File: src/rtl/commit_trace_tx.sv
// Retirement trace transmitter: queues MEM/WB retire records and streams them LSB-first as bytes.
// Define TRACE_CYCLE_STAMP_EN to append a 32-bit cycle stamp (13-byte records instead of 9).
module commit_trace_tx #(
    parameter int DEPTH = 8,
    parameter int CNT_W = 16
) (
    input  logic                   clk,
    input  logic                   rst,
    input  logic                   wb_valid,
    input  logic [31:0]            wb_pc,
    input  logic [4:0]             wb_rd,
    input  logic                   wb_we,
    input  logic [31:0]            wb_data,
    output logic [7:0]             tx_data,
    output logic                   tx_valid,
    input  logic                   tx_ready,
    output logic                   tx_last,
    output logic [$clog2(DEPTH):0] fifo_level,
    output logic [CNT_W-1:0]       drop_count,
    output logic                   busy
);
    localparam int AW = $clog2(DEPTH);
    localparam int LW = AW + 1;
    localparam logic [LW-1:0] FULL_LVL = LW'(DEPTH);
`ifdef TRACE_CYCLE_STAMP_EN
    localparam logic STAMP_BIT = 1'b1;
`else
    localparam logic STAMP_BIT = 1'b0;
`endif

    typedef struct packed {
        logic        we;
        logic [4:0]  rd;
        logic [31:0] pc;
        logic [31:0] data;
`ifdef TRACE_CYCLE_STAMP_EN
        logic [31:0] stamp;
`endif
    } rec_t;

    typedef enum logic [2:0] {
        S_IDLE,
        S_HDR,
        S_PC,
        S_DATA,
        S_STMP
    } state_t;

    rec_t          mem_q [DEPTH];
    rec_t          wr_rec;
    rec_t          cur_q;
    logic [AW-1:0] wr_ptr_q;
    logic [AW-1:0] rd_ptr_q;
    logic [LW-1:0] level_q;
    logic [LW-1:0] level_d;
    logic [CNT_W-1:0] drop_q;
    state_t        state_q;
    state_t        state_d;
    logic [1:0]    idx_q;
    logic [1:0]    idx_d;
    logic          full;
    logic          push;
    logic          drop;
    logic          pop;
    logic          accept;
    logic          rec_end;
    logic          fifo_nonempty;

`ifdef TRACE_CYCLE_STAMP_EN
    logic [31:0]   cyc_q;

    always_ff @(posedge clk) begin
        if (!rst) begin
            cyc_q <= 32'd0;
        end else begin
            cyc_q <= cyc_q + 32'd1;
        end
    end
`endif

    // Full is judged on the level at the start of the cycle, so a same-cycle pop cannot rescue a push.
    assign full          = (level_q == FULL_LVL);
    assign fifo_nonempty = (level_q != '0);
    assign push          = wb_valid && !full;
    assign drop          = wb_valid && full;
    assign accept        = tx_valid && tx_ready;
    assign rec_end       = accept && tx_last;
    assign pop           = fifo_nonempty && ((state_q == S_IDLE) || rec_end);

    always_comb begin
        wr_rec      = '0;
        wr_rec.we   = wb_we && (wb_rd != 5'd0);
        wr_rec.rd   = wb_rd;
        wr_rec.pc   = wb_pc;
        wr_rec.data = wb_data;
`ifdef TRACE_CYCLE_STAMP_EN
        wr_rec.stamp = cyc_q;
`endif
    end

    always_comb begin
        level_d = level_q;
        case ({push, pop})
            2'b10:   level_d = level_q + LW'(1);
            2'b01:   level_d = level_q - LW'(1);
            default: level_d = level_q;
        endcase
    end

    always_ff @(posedge clk) begin
        if (push) begin
            mem_q[wr_ptr_q] <= wr_rec;
        end
    end

    always_ff @(posedge clk) begin
        if (!rst) begin
            wr_ptr_q <= '0;
            rd_ptr_q <= '0;
            level_q  <= '0;
            drop_q   <= '0;
            cur_q    <= '0;
        end else begin
            if (push) begin
                wr_ptr_q <= wr_ptr_q + AW'(1);
            end
            if (pop) begin
                rd_ptr_q <= rd_ptr_q + AW'(1);
                cur_q    <= mem_q[rd_ptr_q];
            end
            level_q <= level_d;
            if (drop && (drop_q != '1)) begin
                drop_q <= drop_q + CNT_W'(1);
            end
        end
    end

    always_ff @(posedge clk) begin
        if (!rst) begin
            state_q <= S_IDLE;
            idx_q   <= 2'd0;
        end else begin
            state_q <= state_d;
            idx_q   <= idx_d;
        end
    end

    always_comb begin
        state_d = state_q;
        idx_d   = idx_q;
        case (state_q)
            S_IDLE: begin
                idx_d = 2'd0;
                if (fifo_nonempty) begin
                    state_d = S_HDR;
                end
            end
            S_HDR: begin
                if (accept) begin
                    state_d = S_PC;
                    idx_d   = 2'd0;
                end
            end
            S_PC: begin
                if (accept) begin
                    if (idx_q == 2'd3) begin
                        state_d = S_DATA;
                        idx_d   = 2'd0;
                    end else begin
                        idx_d = idx_q + 2'd1;
                    end
                end
            end
            S_DATA: begin
                if (accept) begin
                    if (idx_q == 2'd3) begin
                        idx_d = 2'd0;
`ifdef TRACE_CYCLE_STAMP_EN
                        state_d = S_STMP;
`else
                        state_d = fifo_nonempty ? S_HDR : S_IDLE;
`endif
                    end else begin
                        idx_d = idx_q + 2'd1;
                    end
                end
            end
            S_STMP: begin
                if (accept) begin
                    if (idx_q == 2'd3) begin
                        idx_d   = 2'd0;
                        state_d = fifo_nonempty ? S_HDR : S_IDLE;
                    end else begin
                        idx_d = idx_q + 2'd1;
                    end
                end
            end
            default: begin
                state_d = S_IDLE;
                idx_d   = 2'd0;
            end
        endcase
    end

    // Outputs depend only on registered state, so they hold steady while the sink stalls.
    always_comb begin
        tx_valid = 1'b0;
        tx_last  = 1'b0;
        tx_data  = 8'h00;
        case (state_q)
            S_HDR: begin
                tx_valid = 1'b1;
                tx_data  = {cur_q.we, STAMP_BIT, 1'b0, cur_q.rd};
            end
            S_PC: begin
                tx_valid = 1'b1;
                tx_data  = cur_q.pc[{idx_q, 3'b000} +: 8];
            end
            S_DATA: begin
                tx_valid = 1'b1;
                tx_data  = cur_q.data[{idx_q, 3'b000} +: 8];
`ifndef TRACE_CYCLE_STAMP_EN
                tx_last  = (idx_q == 2'd3);
`endif
            end
`ifdef TRACE_CYCLE_STAMP_EN
            S_STMP: begin
                tx_valid = 1'b1;
                tx_data  = cur_q.stamp[{idx_q, 3'b000} +: 8];
                tx_last  = (idx_q == 2'd3);
            end
`endif
            default: begin
                tx_valid = 1'b0;
                tx_last  = 1'b0;
                tx_data  = 8'h00;
            end
        endcase
    end

    assign fifo_level = level_q;
    assign drop_count = drop_q;
    assign busy       = (state_q != S_IDLE) || fifo_nonempty;

endmodule
File: config.mk
export PLATFORM = sky130hd
export DESIGN_NAME = commit_trace_tx
export DESIGN_NICKNAME = d
export VERILOG_FILES = /design/src/rtl/commit_trace_tx.sv
export SDC_FILE = /design/constraint.sdc
export NUM_CORES = 1
export LEC_CHECK = 0
export ABC_AREA = 1
export CAP_MARGIN = 15
export CORE_UTILIZATION = 35
export DETAILED_ROUTE_END_ITERATION = 10
export MAX_ROUTING_LAYER = met4
export PLACE_DENSITY_LB_ADDON = 0.15
export SYNTH_ARGS = -nofsm -noshare
export SYNTH_HDL_FRONTEND = slang
export SYNTH_SLANG_ARGS = --single-unit
File: constraint.sdc
create_clock -name clk -period 7.3 [get_ports clk]
set_input_delay 1.46 -clock clk [delete_from_list [all_inputs] [get_ports clk]]
set_output_delay 1.46 -clock clk [all_outputs]
set_load 0.01 [all_outputs]
==> reports/summary.txt, run 1 <==
Status = finished clean
Final Util = 41.0%
H-tree lvl count = 3
Max cap viols = 0
Layout area overhead = 15.1%
Mux cell area share after synthesis = 0%
Reg-to-reg endpoint = fifo_level[2]
Crit path kind = flop to primary output
Worst setup SP type = flop
Die Area = 0.0773 sq mm
Critical Path Source = state_q[0]
Fin area = 0.0307 sq mm
Clock Tree Buf Depth = 3
Initial antenna violation count = 4
R2r worst-path depth = 13
Worst R2R Setup Slack = 4.23 ns
First-pass DRT Iterations = 6
Hold Path Depth = 2
WP data required = 5.84 ns
Worst Tran Pin Value = 1.15 ns
Count leader, synth = nor2_1
Adder-Cell Fraction of Synth Area = 0.638%
I/O Buffers = 104
Final antenna-violating net count = 0
Worst-path maximum fanout = 37
Count of final max-slew check failures = 0
Share of cells above drive strength 1 = 7.26%
Final clock skew = 0.0313 ns
Final worst slack = 2.35 ns
Flops & latches, synth = 660
RSZ-0062 raised after global routing = no
Slew Limit Headroom = 23.2%
Clock sink count = 660
Syn nets = 2419
Worst hold slack = 0.488 ns
Pwr Density = 379 mW/mm^2
Placed Cells = 3288
Post-synthesis simple-gate area fraction = 13.4%
Final Hold Viols = 0
Crit path arrival time = 3.49 ns
Post-synth top area cell = edfxtp_1
Root Buffer = clkbuf_16
Commonest cells post-synth = nor2_1, edfxtp_1, o21ai_0
Syn Inst Count = 2332
Total global-route track usage = 18.3%
Die width = 278 microns
1st-iter DRT viols = 1270
Sequential-to-total area share from yosys stat = 70.5%
Total Wirelength = 68500 microns
Pin count of the biggest net entering global routing = 227
Routability cong. = 0.833
CTS tree = yes
Syn_area_per_cell = 11.4 sq um
DIE HEIGHT = 278 microns
Area of the core = 0.0749 sq mm
First-pass GRT wire length = 104000 microns
Post-Layout Cell Count = 3426
Overall power after layout = 11.6 mW
Yosys warns = 0
Ys flop type = edfxtp_1
Top cells by area, synth = edfxtp_1, nor2_1, dfxtp_1
Max Fclk = 0.202 GHz
Largest family of logic cells by synthesized area = simple AND/OR/NAND/NOR gates
Vias in the first global route = 16700
Resized Gates After CTS = 0
Via count = 17400
FF-to-FF Start = state_q[0]
Post-CTS setup buffers = 0
Nature of the critical path endpoint = primary output
Placed Instance Area = 0.0284 sq mm
Synth cell types = 35
Routed length per instance = 20.0 microns
Min-Delay Path Class = flop to flop
FFs w/ async S/R, synth = 0%
Clock Pin Slew Worst Setup and Hold Paths = 0.06 ns
Setup TNS = 0 ns
Starting Density = 35.6%
Overflow after GRT = 0
Post-detail-place hpwl = 37100 microns
Complex-gate fraction of the synthesized area = 11.7%
Ports = 105
Drt drc = 0
XOR/XNOR Fraction of Synth Area = 0.0328%
Crit path time final = 4.95 ns
Crit path capture = tx_data[6]
Worst-case vdd ir drop = 324 uV
Final setup viols = 0
Post-place setup slack = 3.01 ns
Synth Cell Area = 0.0267 sq mm
Post-synth EDFFs = 560
Vias per cell = 5.07
Yosys top cell area share = 63.0%
TritonCTS Buffers = 73
Leak = 10.4 nW
Final Cycle Share = 67.9%
Nets = 2481
Worst-Skew Late Latency = 0.62 ns
Std cell rows = 100
Cts hold-fix bufs = 0
==> worst min path at each step <==
stage	start	slack [ns]	to
3_3_place_gp	wr_ptr_q[0]	0.48	wr_ptr_q[0]
3_5_place_dp	wr_ptr_q[0]	0.48	wr_ptr_q[0]
5_1_grt	wr_ptr_q[0]	0.56	wr_ptr_q[0]
4_1_cts	wr_ptr_q[0]	0.49	wr_ptr_q[0]
6_report	wr_ptr_q[0]	0.49	wr_ptr_q[0]
2_1_floorplan	wr_ptr_q[0]	0.46	wr_ptr_q[0]
==> state kept, by name, indices dropped and copies added (netlist names) <==
name        cells
mem_q         560
cur_q          70
drop_count     16
fifo_level      4
rd_ptr_q        3
wr_ptr_q        3
idx_q           2
state_q         2
==> cells by family (layout without fill, tap and decap cells) <==
| kind of cell | count (synthesis) | in the layout |
|---|---|---|
| flip-flops | 660 | 660 |
| AND/OR/NAND/NOR | 899 | 899 |
| AO/OA/AOI/OAI | 569 | 569 |
| adder cells (fa/ha/maj) | 13 | 13 |
| other | 0 | 4 |
| XOR/XNOR | 1 | 1 |
| buffers and inverters | 190 | 311 |
==> critical path: stages, from the launching register on <==
cell and delay (ns):
dfxtp_1 0.34, ha_1 0.21, buf_4 0.24, inv_1 0.64, nand2_1 0.13, nand3_1 0.11, a21oi_1 0.08, nor3_1 0.47
clkdlybuf4s50_1 0.65
==> power by group <==
| group | total (mW) | switching, mW | internal (mW) |
|---|---|---|---|
| Sequential | 4.75 | 0.279 | 4.47 |
| Combinational | 3.33 | 2.37 | 0.964 |
| Clock | 3.55 | 1.46 | 2.09 |
==> cells in the final DEF (no fill, tap or decap), drive strengths merged, types with 28 or more instances in the layout <==
master and n:
nor2 606, nand3 98, dfxtp 100, clkdlybuf4s50 103
o21ai 399, buf 28, clkbuf 103, inv 47
a21oi 97, edfxtp 560, o211ai 71, nand2 182
==> layer usage <==
layer	up-vias	global-route usage (%)	part of all wire, %
li1	8385	-	-
met1	8553	24.6	47
met2	334	28.1	46
met3	91	3.01	4.5
met4	0	6.03	2.2
met5	-	-	0
==> area by class of cell <==
cell class | count | area [sq um]
diodes | 4 | 10.0
clock buffers | 103 | 2080
clock inverters | 31 | 221
fillers | 6992 | 44200
inverters | 46 | 193
multi-input cells | 1482 | 6910
flip-flops and latches | 660 | 18800
well taps | 969 | 1210
repair buffers | 131 | 1250
(Power assumes the default switching activity.)
==> run 2, diff against run 1 <==
==> constraint.sdc (replaced) <==
create_clock -name clk -period 4.5 [get_ports clk]
set_input_delay 0.9 -clock clk [delete_from_list [all_inputs] [get_ports clk]]
set_output_delay 0.9 -clock clk [all_outputs]
set_load 0.01 [all_outputs]
==> run 2 against run 1 <==
Compared with the run above: die area unchanged; non-clock buffer count rose by 5; via count down 0.93%; largest power group unchanged; combinational power grew 62%; clock-buffer cell count down 2; first-iteration DRC count down 5.7%; sequential power grew 64%; clock skew is 0.012 ns lower; sequential share of layout area about the same; register-to-register slack worse by 2.9 ns; critical path type unchanged.
==> reports/summary.txt, run 2 (synthesis gave the netlist of run 1 again) <==
Status = finished clean
FF-to-FF Start = rd_ptr_q[0]
Final setup viols = 0
Initial antenna violation count = 5
HP Start = wr_ptr_q[0]
Placed Instance Area = 0.0285 sq mm
Worst-path maximum fanout = 32
Most common cell after layout, fill and taps aside = nor2_1
Area of the core = 0.0749 sq mm
Crit path arrival time = 3.28 ns
Biggest register = mem_q
Final Cycle Share = 92.9%
Routed length per instance = 20.0 microns
CP cell instances = ha_1 -> inv_1 -> nor2_1 -> o21ai_0 -> a21oi_1 -> nor3_1 -> clkdlybuf4s50_1
Nets = 2486
Vias in the first global route = 16600
TritonCTS Buffers = 73
Worst Hold End = wr_ptr_q[0]
Clock Pin Slew Worst Setup and Hold Paths = 0.06 ns
Final clock skew = 0.0193 ns
Clock Tree Buf Depth = 3
Resized Gates After CTS = 0
RSZ-0062 raised after global routing = no
Total Wirelength = 68600 microns
Pin count of the biggest net entering global routing = 240
Root Buffer = clkbuf_16
H-tree lvl count = 3
CTS tree = yes
Starting Density = 35.6%
Post-CTS setup buffers = 0
Reg-to-reg endpoint = cur_q[29]
Routability cong. = 0.886
Overflow after GRT = 0
CP max stage delay = 0.66 ns
Max Fclk = 0.239 GHz
Die width = 278 microns
Max reg flops = 560
Clock sink count = 660
DIE HEIGHT = 278 microns
Hold Path Depth = 2
Worst-case vdd ir drop = 471 uV
Worst R2R Setup Slack = 1.30 ns
Ports = 105
Via count = 17200
Max cap viols = 0
Nature of the critical path endpoint = primary output
Drt drc = 0
Leak = 10.4 nW
I/O Buffers = 104
Worst setup SP type = flop
Min-Delay Path Class = flop to flop
Crit path kind = flop to primary output
Layout area overhead = 15.1%
Worst-Skew Late Latency = 0.61 ns
Cts hold-fix bufs = 0
First-pass GRT wire length = 105000 microns
Vias per cell = 5.02
Slew Limit Headroom = 24.9%
Commonest cells after routing, fill and taps aside = nor2_1, edfxtp_1, o21ai_0
Family with the most delay on the worst path = buffers and inverters
WP data required = 3.60 ns
1st-iter DRT viols = 1198
Die Area = 0.0773 sq mm
First-pass DRT Iterations = 7
Share of cells above drive strength 1 = 7.25%
CP max stage cell = clkdlybuf4s50_1
Std cell rows = 100
Count of final max-slew check failures = 0
Worst Tran Pin Value = 1.13 ns
Post-detail-place hpwl = 37800 microns
Total global-route track usage = 18.4%
Fin area = 0.0307 sq mm
Final antenna-violating net count = 0
Worst hold slack = 0.514 ns
R2r worst-path depth = 8
Crit path buf inv count = 2
Crit path time final = 4.18 ns
Final Hold Viols = 0
Pwr Density = 610 mW/mm^2
-- run 2: worst max path at each step --
stage / start / to / cells past startpoint
floorplan: wb_valid / mem_q[1][0] / 4
global placement: state_q[0] / tx_data[6] / 7
detailed placement: state_q[0] / tx_data[6] / 7
CTS: state_q[0] / tx_data[6] / 7
global route: state_q[0] / tx_data[5] / 7
finish: state_q[0] / tx_data[6] / 7
-- run 2: report_power, final --
| part | switching [mW] | internal, mW |
|---|---|---|
| sequential | 0.522 | 7.25 |
| combinational | 3.79 | 1.60 |
| clock | 2.34 | 3.26 |
| total | 6.64 | 12.1 |
-- run 2: worst min-delay path: stages, from the launching register on --
cell	delay (ns)
dfxtp_1	0.33
nand2_1	0.07
a21oi_1	0.06
-- run 2: stage by stage --
step	setup TNS, ns	total power, mW	setup slack, ns	std cells	utilization (%)
floorplan	-31.58	11.7	-0.113	2332	-
global placement	0	13.3	1.06	3293	38.0
detailed placement	0	13.4	1.02	3293	38.0
CTS	0	19.0	0.323	3424	41.0
global route	0	19.9	0.150	3429	41.0
finish	0	18.7	0.321	3429	41.0
-- run 2: per-layer routing --
| metal | global-route usage [%] | wire length (microns) | vias to the layer above |
|---|---|---|---|
| met2 | 28.7 | 32100 | 378 |
| met4 | 4.50 | 1160 | 0 |
| met5 | - | 0 | - |
| li1 | - | - | 8384 |
| met1 | 24.9 | 32100 | 8351 |
| met3 | 3.03 | 3310 | 88 |
-- run 2: layout make-up --
class | instances | area [sq um]
Antenna cell | 5 | 12.5
Clock buffer | 101 | 2070
Clock inverter | 30 | 166
Fill cell | 7019 | 44200
Inverter | 46 | 193
Multi-Input combinational cell | 1482 | 6910
Sequential cell | 660 | 18800
Tap cell | 969 | 1210
Timing Repair Buffer | 136 | 1330
